`src/rtl/instr_fetch_queue.sv`:
```
// instr_fetch_queue
// Fetch stage between synchronous instruction memory and decode. Owns the
// fetch PC, issues one word request per cycle while credit allows, buffers
// returned words with their PCs in a DEPTH-entry FIFO and presents the head
// to decode over valid/ready. A redirect flushes the FIFO and any in-flight
// response and restarts fetch at the word-aligned redirect address.
//
// Optional feature (macro FETCH_QUEUE_BYPASS_EN):
//   When defined, a response arriving while the FIFO is empty is presented to
//   decode combinationally in the same cycle and skips the FIFO if accepted.
//   When undefined, every response passes through the FIFO.
module instr_fetch_queue #(
  parameter int               ADDR_W   = 32,
  parameter int               WORD_W   = 32,
  parameter int               DEPTH    = 4,
  parameter logic [ADDR_W-1:0] RESET_PC = {ADDR_W{1'b0}}
) (
  input  logic                         clk,
  input  logic                         aresetn,
  output logic [ADDR_W-1:0]            o_instr_req_addr,
  output logic                         o_instr_req_en,
  input  logic [WORD_W-1:0]            i_instr_res_data,
  input  logic                         i_redirect_en,
  input  logic [ADDR_W-1:0]            i_redirect_addr,
  output logic                         o_instr_valid,
  output logic [WORD_W-1:0]            o_instr_data,
  output logic [ADDR_W-1:0]            o_instr_pc,
  input  logic                         i_instr_ready,
  output logic [$clog2(DEPTH+1)-1:0]   o_count
);

  localparam int CNT_W = $clog2(DEPTH + 1);
  localparam int PTR_W = $clog2(DEPTH);

  localparam logic [CNT_W:0]   DEPTH_L  = (CNT_W + 1)'(DEPTH);
  localparam logic [CNT_W-1:0] CNT_ONE  = CNT_W'(1'b1);
  localparam logic [PTR_W-1:0] PTR_ONE  = PTR_W'(1'b1);
  localparam logic [ADDR_W-1:0] PC_STEP = ADDR_W'(3'd4);

  // Fetch state
  logic [ADDR_W-1:0] fetch_pc_r;
  logic              inflight_r;
  logic [ADDR_W-1:0] inflight_pc_r;

  // FIFO storage and bookkeeping
  logic [WORD_W-1:0] data_mem_r [DEPTH];
  logic [ADDR_W-1:0] pc_mem_r   [DEPTH];
  logic [PTR_W-1:0]  wr_ptr_r;
  logic [PTR_W-1:0]  rd_ptr_r;
  logic [CNT_W-1:0]  count_r;

  // Combinational control
  logic [CNT_W:0]    credit_s;
  logic              req_en_s;
  logic              resp_ok_s;
  logic              fifo_nonempty_s;
  logic              bypass_s;
  logic              out_valid_s;
  logic              pop_s;
  logic              fifo_push_s;
  logic              fifo_pop_s;
  logic [WORD_W-1:0] out_data_s;
  logic [ADDR_W-1:0] out_pc_s;

  // Request credit: entries held plus the word still in flight must leave
  // room in the FIFO, so a push can never find it full.
  always_comb begin
    credit_s = {1'b0, count_r} + {{CNT_W{1'b0}}, inflight_r};
    req_en_s = 1'b0;
    if (aresetn && !i_redirect_en && (credit_s < DEPTH_L)) begin
      req_en_s = 1'b1;
    end else begin
      req_en_s = 1'b0;
    end
  end

  // A response is kept only if no redirect is flushing this cycle. A redirect
  // in the request cycle already suppressed the request, so inflight_r is 0.
  always_comb begin
    resp_ok_s       = inflight_r && !i_redirect_en;
    fifo_nonempty_s = (count_r != {CNT_W{1'b0}});
`ifdef FETCH_QUEUE_BYPASS_EN
    bypass_s        = resp_ok_s && !fifo_nonempty_s;
`else
    bypass_s        = 1'b0;
`endif
  end

  // Head selection: FIFO head when non-empty, bypassed response otherwise.
  // Data and PC read as zero when nothing is valid.
  always_comb begin
    out_valid_s = fifo_nonempty_s || bypass_s;
    out_data_s  = {WORD_W{1'b0}};
    out_pc_s    = {ADDR_W{1'b0}};
    if (fifo_nonempty_s) begin
      out_data_s = data_mem_r[rd_ptr_r];
      out_pc_s   = pc_mem_r[rd_ptr_r];
    end else if (bypass_s) begin
      out_data_s = i_instr_res_data;
      out_pc_s   = inflight_pc_r;
    end else begin
      out_data_s = {WORD_W{1'b0}};
      out_pc_s   = {ADDR_W{1'b0}};
    end
  end

  // Handshake and FIFO push/pop decode. A bypassed word taken by decode this
  // cycle never enters the FIFO.
  always_comb begin
    pop_s       = out_valid_s && i_instr_ready;
    fifo_pop_s  = pop_s && fifo_nonempty_s;
    fifo_push_s = 1'b0;
    if (resp_ok_s) begin
      if (bypass_s && i_instr_ready) begin
        fifo_push_s = 1'b0;
      end else begin
        fifo_push_s = 1'b1;
      end
    end else begin
      fifo_push_s = 1'b0;
    end
  end

  // Fetch PC and in-flight tracking; redirect realigns the PC to a word.
  always_ff @(posedge clk or negedge aresetn) begin
    if (!aresetn) begin
      fetch_pc_r    <= RESET_PC;
      inflight_r    <= 1'b0;
      inflight_pc_r <= {ADDR_W{1'b0}};
    end else begin
      inflight_r <= req_en_s;
      if (i_redirect_en) begin
        fetch_pc_r <= {i_redirect_addr[ADDR_W-1:2], 2'b00};
      end else if (req_en_s) begin
        fetch_pc_r    <= fetch_pc_r + PC_STEP;
        inflight_pc_r <= fetch_pc_r;
      end else begin
        fetch_pc_r <= fetch_pc_r;
      end
    end
  end

  // FIFO storage write port.
  always_ff @(posedge clk or negedge aresetn) begin
    if (!aresetn) begin
      for (int i = 0; i < DEPTH; i++) begin
        data_mem_r[i] <= {WORD_W{1'b0}};
        pc_mem_r[i]   <= {ADDR_W{1'b0}};
      end
    end else begin
      if (fifo_push_s) begin
        data_mem_r[wr_ptr_r] <= i_instr_res_data;
        pc_mem_r[wr_ptr_r]   <= inflight_pc_r;
      end else begin
        data_mem_r[wr_ptr_r] <= data_mem_r[wr_ptr_r];
        pc_mem_r[wr_ptr_r]   <= pc_mem_r[wr_ptr_r];
      end
    end
  end

  // FIFO pointers and occupancy; a redirect empties the queue after any
  // same-cycle pop has completed its handshake.
  always_ff @(posedge clk or negedge aresetn) begin
    if (!aresetn) begin
      wr_ptr_r <= {PTR_W{1'b0}};
      rd_ptr_r <= {PTR_W{1'b0}};
      count_r  <= {CNT_W{1'b0}};
    end else if (i_redirect_en) begin
      wr_ptr_r <= {PTR_W{1'b0}};
      rd_ptr_r <= {PTR_W{1'b0}};
      count_r  <= {CNT_W{1'b0}};
    end else begin
      if (fifo_push_s) begin
        wr_ptr_r <= wr_ptr_r + PTR_ONE;
      end else begin
        wr_ptr_r <= wr_ptr_r;
      end
      if (fifo_pop_s) begin
        rd_ptr_r <= rd_ptr_r + PTR_ONE;
      end else begin
        rd_ptr_r <= rd_ptr_r;
      end
      case ({fifo_push_s, fifo_pop_s})
        2'b10:   count_r <= count_r + CNT_ONE;
        2'b01:   count_r <= count_r - CNT_ONE;
        default: count_r <= count_r;
      endcase
    end
  end

  // Output drive.
  always_comb begin
    o_instr_req_addr = fetch_pc_r;
    o_instr_req_en   = req_en_s;
    o_instr_valid    = out_valid_s;
    o_instr_data     = out_data_s;
    o_instr_pc       = out_pc_s;
    o_count          = count_r;
  end

endmodule

```
`config.mk`:
```
export PLATFORM = sky130hd
export DESIGN_NAME = instr_fetch_queue
export DESIGN_NICKNAME = d
export VERILOG_FILES = /design/src/rtl/instr_fetch_queue.sv
export SDC_FILE = /design/constraint.sdc
export NUM_CORES = 1
export LEC_CHECK = 0
export CORE_MARGIN = 5
export CORE_UTILIZATION = 52
export DETAILED_ROUTE_END_ITERATION = 6
export PLACE_DENSITY_LB_ADDON = 0.25
export SYNTH_ARGS = -nofsm -noshare
export SYNTH_HDL_FRONTEND = slang
export SYNTH_SLANG_ARGS = --single-unit
```
`constraint.sdc`:
```
create_clock -name clk -period 4.95 [get_ports clk]
set_input_delay 0.495 -clock clk [delete_from_list [all_inputs] [get_ports clk]]
set_output_delay 0.495 -clock clk [all_outputs]
set_load 0.02 [all_outputs]
```
# Word level (Yosys, flattened, before mapping)
# Cells that the tools add are included.
# totals
romBits	0
wordCells	74
output_inout_bits	101
ff_bits	328
latch_bits	0
ramBits	0
memories	0
input_bits	68
# classes
n_mul	0
n_reduce_logical	13
div	0
n_lt_le_gt_ge	4
n_mux	32
eq_ne	2
bitwise_logic	3
n_shift	0
n_addsub	6
# ops
operator	count
bitwise mux 128 bit	4
two-way mux 32 bit	13
binary-select mux 32 bit (select 2 bit)	4
two-way mux 128 bit	2
demux 32 bit (select 2 bit)	1
adder 32 x 3 -> 32 bit, second input constant	1
two-way mux 2 bit	4
>= comparator 3 bit, second input constant	2
logical AND 1 bit	6
inverter 2 -> 3 bit	2
one-hot mux 3 bit (2 select lines)	1
nonzero test 2 bit	3
nonzero test 3 bit	2
adder 2 x 1 -> 2 bit, second input constant	2
adder 3 x 1 -> 4 bit	1
< comparator 4 x 3 -> 1 bit, second input constant	1
adder 3 x 1 -> 3 bit, second input constant	1
< comparator 3 x 1 -> 1 bit, second input constant	1
two-way mux 3 bit	1
subtractor 3 x 1 -> 3 bit, second input constant	1
equality test 2 x 1 -> 1 bit, second input constant	1
equality test 2 bit, second input constant	1
two-way mux 1 bit	2
AND reduction 2 bit	1
other kinds (2)	2

# Logic depth before layout (Yosys ltp)
# Gate-level depths: netlist of run 1.
# depth
word_depth	7
ltp_mapped	8
depth_no_buf	6

# Least setup slack after synthesis of run 1
# OpenSTA, ideal clock, no wires.
# synth_timing
path_kind	register -> register
start	register count_r[0], in the netlist o_count[0]
end	register count_r[2], in the netlist o_count[2]
period_less_slack_ns	2.238
t_required_ns	4.815
t_arrival_ns	2.104
path_slack_ns	2.712
stages_incl_launch_ff	7
n_path_buf	0
setup_ns	0.135
path_cell_list	dfrtp_1 o31ai_1 a21oi_1 fa_1 nor3_1 o21ai_0 nor3b_1
# synth_via
elab_chain_cells	6
elab_cells_between_ends	10
classes_between	2 x add/sub; 2 x eq/ne; 2 x mux; 4 x reduce/logical
# synth_lines
item	line_no	source
from (decl)	50	logic [CNT_W-1:0] count_r;
from (signal assigned)	167	count_r <= {CNT_W{1'b0}};
from (signal assigned)	171	count_r <= {CNT_W{1'b0}};
from (signal assigned)	184	2'b10: count_r <= count_r + CNT_ONE;
nonzero test 3 bit	81	fifo_nonempty_s = (count_r != {CNT_W{1'b0}});
logical AND 1 bit	110	pop_s = out_valid_s && i_instr_ready;
logical AND 1 bit	111	fifo_pop_s = pop_s && fifo_nonempty_s;
equality test 2 x 1 -> 1 bit or equality test 2 bit (tied branches)	183	case ({fifo_push_s, fifo_pop_s})
one-hot mux 3 bit (2 select lines)	183	
two-way mux 3 bit	168	end else if (i_redirect_en) begin
# Parallel ways exist; a longest one is shown, timed or not.
# A chain may end at the register's enable or synchronous reset.

# Worst setup path after layout of run 1
# layout_timing
start	input port aresetn
end	output port o_instr_req_en
# layout_via
elab_chain_cells	3
# layout_lines
item	line_no	source
from (decl)	19	input logic aresetn,
logical AND 1 bit (2 in series)	70	if (aresetn && !i_redirect_en && (credit_s < DEPTH_L)) begin
two-way mux 1 bit	70	
to (decl)	21	output logic o_instr_req_en,
# No other way between the ends.

==> results of run 1 <==
## path summary, 6_finish.rpt
| kind | startpoint | endpoint | slack [ns] | cells after the start |
|---|---|---|---|---|
| worst max-delay path | aresetn | o_instr_req_en | 1.14 | 6 |
| worst min-delay path | aresetn | data_mem_r[4] | 0.47 | 2 |
| worst max register to register | o_count[2] | o_instr_req_addr[14] | 2.22 | 5 |
| worst min register to register | inflight_pc_r[8] | inflight_pc_r[8] | 0.48 | 2 |
| max in group asynchronous | aresetn | wr_ptr_r[0] | 3.14 | 3 |
| min in group clk | inflight_pc_r[8] | inflight_pc_r[8] | 0.48 | 2 |
## worst max-delay path: cells and delay by family
| family | cells | cell delay [ns] |
|---|---|---|
| buffers and inverters | 4 | 1.71 |
| AND/OR/NAND/NOR | 2 | 1.04 |
## sequential cells by signal, summed over array words and instances (netlist names)
name	count
wr_ptr_r	2
pc_mem_r	128
o_count	3
rd_ptr_r	2
o_instr_req_addr	30
data_mem_r	128
inflight_pc_r	30
inflight_r	1
## logic make-up after synthesis
family | count (synthesis) | share of synthesized area
DFF | 324 | 0.490
other | 1 | 0.000227
AOI/OAI and AO/OA | 307 | 0.102
and+or+nand+nor | 530 | 0.145
adders and majority gates | 6 | 0.00499
muxes | 204 | 0.221
buffers and inverters | 135 | 0.0329
xor gates and xnor gates | 8 | 0.00423
## synthesized netlist by cell type, types with 8 or more instances
library cell,number
dfrtp_1,324
or4_1,11
a21oi_1,251
and2_1,69
nand4_1,13
mux4_2,128
o311ai_0,17
mux2_2,10
inv_1,8
clkbuf_1,96
buf_2,23
nand3_1,23
nand2_1,110
o21ai_0,10
mux2i_1,66
nor2_1,257
nor4_1,9
## layer usage
metal  global-route usage  part of all wire  vias up
li1                     -                 -     5672
met1                0.334              0.43     6321
met2                0.392              0.49      483
met3               0.0428             0.070       59
met4               0.0575             0.016        0
met5                    0                 0        -
## stage by stage
stage	worst slack, ns	util	instance area (um2)	std cells	power (mW)
final	1.14	0.627	19700	2045	12.8
after global routing	0.926	0.627	19700	2045	13.6
after CTS	1.13	0.627	19700	2045	12.9
after detailed placement	1.77	0.588	18500	1981	10.1
after global placement	1.74	0.588	18500	1981	9.91
after floorplan	2.71	-	16600	1516	7.97
## power by group through the flow
| stage | clock (mW) | sequential (mW) | combinational [mW] |
|---|---|---|---|
| 2_1_floorplan | 0 | 4.24 | 3.73 |
| 3_3_place_gp | 0 | 4.49 | 5.43 |
| 3_5_place_dp | 0 | 4.57 | 5.55 |
| 4_1_cts | 2.79 | 4.53 | 5.58 |
| 5_1_grt | 2.92 | 4.69 | 5.99 |
| 6_report | 2.74 | 4.54 | 5.53 |
## repair_timing
| item | CTS | global route |
|---|---|---|
| setup endpoints to repair | 0 | 0 |
| hold buffers | 1 | 0 |
| hold endpoints to repair | 44 | 0 |
## layout make-up
type	count	area [um2]
clock buffers	51	1110
well taps	402	503
multi-input cells	1057	7970
inverters	9	33.8
repair buffers	190	1880
flip-flops and latches	324	8120
clock inverters	12	120
fillers	2465	11700
==> results by group, run 1 <==
Critical path
  – Crit path arrival time: 3.31 ns
  – Worst-path maximum fanout: 48
  – Setup CP Type: in -> out
  – Worst path max stage delay: 0.66 ns
  – CP Capture Type: output pin
  – CP required: 4.45 ns
  – CP max-delay cell: nand3_2
  – CP Launch Type: input port
  – Critical path cell sequence: dlygate4sd3_1 -> buf_8 -> nor2b_1 -> nand3_2 -> clkinv_1 -> clkdlybuf4s50_1

Power
  – P per Cell Area: 649 nW/um2
  – Clock power frac: 0.214
  – Logic pwr share: 0.431
  – Worst IR Drop VDD: about 0.29 mV
  – Switch Pwr: 4.71 mW
  – Sequential share of power: 0.355
  – Pint: 8.09 mW
  – Sw frac: 0.368
  – P_leak: approximately 7.6 nW

Synth
  – Post-synth EDFFs: 0
  – Area share of the leading cell type in the synthesized netlist: 0.490
  – Synth top area cells: dfrtp_1 49%, mux4_2 17%, a21oi_1 7.6%
  – Largest area contributor in the netlist: dfrtp_1
  – Top_reg_cell synth: dfrtp_1
  – Unique masters post-synth: 54
  – Synthesized area: 16600 um2
  – Sequential fraction of the synthesis area: 0.490
  – Yosys reg bits: 324
  – Cells after Synth: 1515
  – Async SR Flop Fraction: 1.00
  – Synth Area per Inst: between 10 and 15 um2
  – YS warnings: 0

Placed design
  – IO buf count: 164
  – HPWL after DPL: 25.9 mm
  – Routability cong.: 0.849

Route
  – Vias/cell: 6.13
  – Via count: roughly 13000
  – Post-Route WL: approximately 42 mm
  – DRC viols: 0
  – WL per Instance: 20.5 um
  – Initial DRT Pass Iterations: 5
  – DRT iter0 DRCs: between 900 and 1000
  – Detail Route Antenna Nets: 0

Die
  – Site row count: 65
  – Die ar.: 35500 um2
  – Initial Utilization: 0.526
  – Core area: around 31000 um2
  – Die X: 188 um
  – IO Count: 169
  – Die Span Y: 188 um

Global route
  – GRT Residual Overflow: 0
  – First-pass GRT wire length: 69.1 mm
  – Total track usage: 0.238
  – Pin count of the biggest net entering global routing: 164
  – Vias in the first global route: 13000
  – Initial antenna violation count: 0

Cells and area
  – Layout cells sized above 1: 0.147
  – Most frequent cells in the layout: 320 x dfrtp_1, 257 x nor2_1, 251 x a21oi_1
  – Final net count: 1693
  – ANT cells: 0
  – Area grow syn2layout: 19.2%
  – Most common cell after layout, fill and taps aside: dfrtp_1

Run status
  – Outcome: finished, final reports clean

Clocking
  – CTS root buffer: clkbuf_16
  – Clk buf depth: 3
  – CTS tree: yes
  – Post-CTS setup buffers: 0
  – Clk sink count: ~320
  – Number of H-tree levels: 2
  – Post_cts resized: 0
  – Worst-skew pair later-pin latency: 0.52 ns
  – TritonCTS Buffers: 37
  – Worst-path clk slew: 0.05 ns

Timing
  – Final count of negative-setup-slack endpoints: 0
  – Worst hold slack: about 0.47 ns
  – Setup total negative slack: 0 ns
  – Final worst path period need: roughly 3.8 ns
  – RSZ-0062 raised after global routing: false
  – Layout Skew: 0.0248 ns
  – Hold Vio Cnt, Final: 0
  – Relative slew slack: 0.273
  – Peak Freq: 263 MHz
  – Worst-Margin Slew: 1.09 ns
  – Final Cycle Share: 0.769
  – Final Max Slew Viols: 0

Worst hold path
  – Min-delay worst type: in -> async

Flow run
  – Max-Cap Viols: 0
No activity file was read; power rests on OpenSTA's default activity.
==> inputs of run 2 (changes only) <==
clock period = 3.19 ns   (was 4.95 ns; I/O delays follow)
==> results by group, run 2 (synthesis results as in run 1) <==
Critical path
  – CP max-delay cell: or3_2
  – CP Launch Type: register
  – Setup CP Type: reg -> out
  – Critical path cell sequence: or3_2 -> buf_12 -> and2_1 -> clkdlybuf4s50_1
  – Crit path arrival time: 2.72 ns
  – Worst R2R Setup Slack: 0.84 ns
  – Reg-to-Reg End: o_count[2]
  – Worst-path maximum fanout: 40
  – CP Capture Type: output pin
  – CP required: 2.87 ns
  – R2R Path Start: o_count[0]
  – Worst R2R Path Depth: 6
  – Worst path max stage delay: 0.78 ns

Timing
  – Peak Freq: 329 MHz
  – Final Cycle Share: 0.953
  – Setup total negative slack: 0 ns
  – Worst hold slack: around 0.010 ns
  – Final Max Slew Viols: 0
  – Hold Vio Cnt, Final: 0
  – Final worst path period need: 3.04 ns
  – Relative slew slack: 0.409
  – Layout Skew: 0.0113 ns
  – RSZ-0062 raised after global routing: false
  – Worst-Margin Slew: 0.886 ns
  – Final count of negative-setup-slack endpoints: 0

Route
  – WL per Instance: ~20 um
  – DRT iter0 DRCs: 1078
  – DRC viols: 0
  – Detail Route Antenna Nets: 0
  – Post-Route WL: 41.4 mm
  – Via count: 12400
  – Initial DRT Pass Iterations: 6
  – Vias/cell: 6.05

Cells and area
  – ANT cells: 0
  – Layout cells sized above 1: 0.146
  – Final net count: 1699
  – Area grow syn2layout: 20.5%
  – Most frequent cells in the layout: 320 x dfrtp_1, 257 x nor2_1, 251 x a21oi_1
  – Filler Cell Count: 2447
  – Most common cell after layout, fill and taps aside: dfrtp_1
  – Biggest regs: data_mem_r: 128 flops, pc_mem_r: 128 flops

Clocking
  – CTS tree: yes
  – Clk sink count: approximately 320
  – TritonCTS Buffers: 37
  – Clk buf depth: 3
  – Post_cts resized: 0
  – Worst-path clk slew: 0.06 ns
  – Post-CTS setup buffers: 0
  – Worst-skew pair later-pin latency: 0.51 ns
  – CTS root buffer: clkbuf_16
  – Cts hold-fix bufs: 0
  – Number of H-tree levels: 2

Global route
  – GRT Residual Overflow: 0
  – Pin count of the biggest net entering global routing: 171
  – Vias in the first global route: 12700
  – Initial antenna violation count: 0
  – Total track usage: 0.235
  – First-pass GRT wire length: 68.2 mm

Power
  – Worst IR Drop VDD: 0.454 mV
  – P per Cell Area: 999 nW/um2
  – P_leak: around 7.7 nW

Placed design
  – IO buf count: ~160
  – Routability cong.: 0.914
  – HPWL after DPL: 26.1 mm

Die
  – IO Count: 169
  – Die ar.: 35500 um2
  – Core area: 31500 um2
  – Site row count: 65
  – Initial Utilization: 0.526
  – Die X: 188 um
  – Die Span Y: ~190 um

Run status
  – Outcome: finished, final reports clean

Flow run
  – Max-Cap Viols: 0

Worst hold path
  – Min-delay worst type: in -> async
run 2: cell types whose count changed in the layout (fill, tap and decap cells not counted), sizes merged:
| cell | delta |
|---|---|
| clkbuf | +3 |
| inv | -1 |
| bufinv | +1 |
| clkinv | -4 |
| dlygate4sd3 | -1 |
| buf | +7 |
| clkinvlp | -1 |
run 2: area by class of cell:
cell class	count	area (um2)	share of cell area
Inverter	9	33.8	0.00169
Sequential cell	324	8120	0.407
Tap cell	402	503	0.0252
Multi-Input combinational cell	1057	7970	0.400
Clock inverter	7	114	0.00571
Timing Repair Buffer	196	2100	0.105
Clock buffer	54	1100	0.0553
run 2: worst max path at each step:
stage,start,endpoint,depth (start not counted)
6_report,o_count[0],o_instr_pc[31],4
5_1_grt,o_count[0],o_instr_pc[31],4
4_1_cts,o_count[0],o_instr_pc[31],4
3_5_place_dp,o_count[0],o_instr_pc[31],4
3_3_place_gp,o_count[0],o_instr_pc[23],4
2_1_floorplan,o_count[0],o_count[2],6
run 2: power breakdown:
group / switching [mW] / internal (mW)
clock: 1.61 / 2.62
combinational: 4.26 / 4.43
sequential: 1.33 / 5.67
total: 7.20 / 12.7
run 2: worst max-delay path, delay by kind of cell (launching register included):
family	cells	cell delay (ns)
AND/OR/NAND/NOR	2	0.93
flip-flops	1	0.46
buffers and inverters	2	0.82
run 2: through the flow:
step	cells	util	total power, mW	instance area, um2	worst slack [ns]
after CTS	2049	0.634	20.1	19900	0.108
after global routing	2049	0.634	21.2	19900	0.0567
after detailed placement	1988	0.595	15.8	18700	0.656
after floorplan	1516	-	12.4	16600	0.952
after global placement	1988	0.595	15.4	18700	0.686
final	2049	0.634	19.9	19900	0.151
run 2: metal layers:
| layer | track usage | part of all wire | routed length, um | vias up |
|---|---|---|---|---|
| met3 | 0.0422 | 0.063 | 2620 | 63 |
| met4 | 0.0563 | 0.017 | 713 | 0 |
| met1 | 0.334 | 0.43 | 17900 | 6211 |
| li1 | - | - | - | 5693 |
| met2 | 0.382 | 0.49 | 20200 | 434 |
| met5 | 0 | 0 | 0 | - |
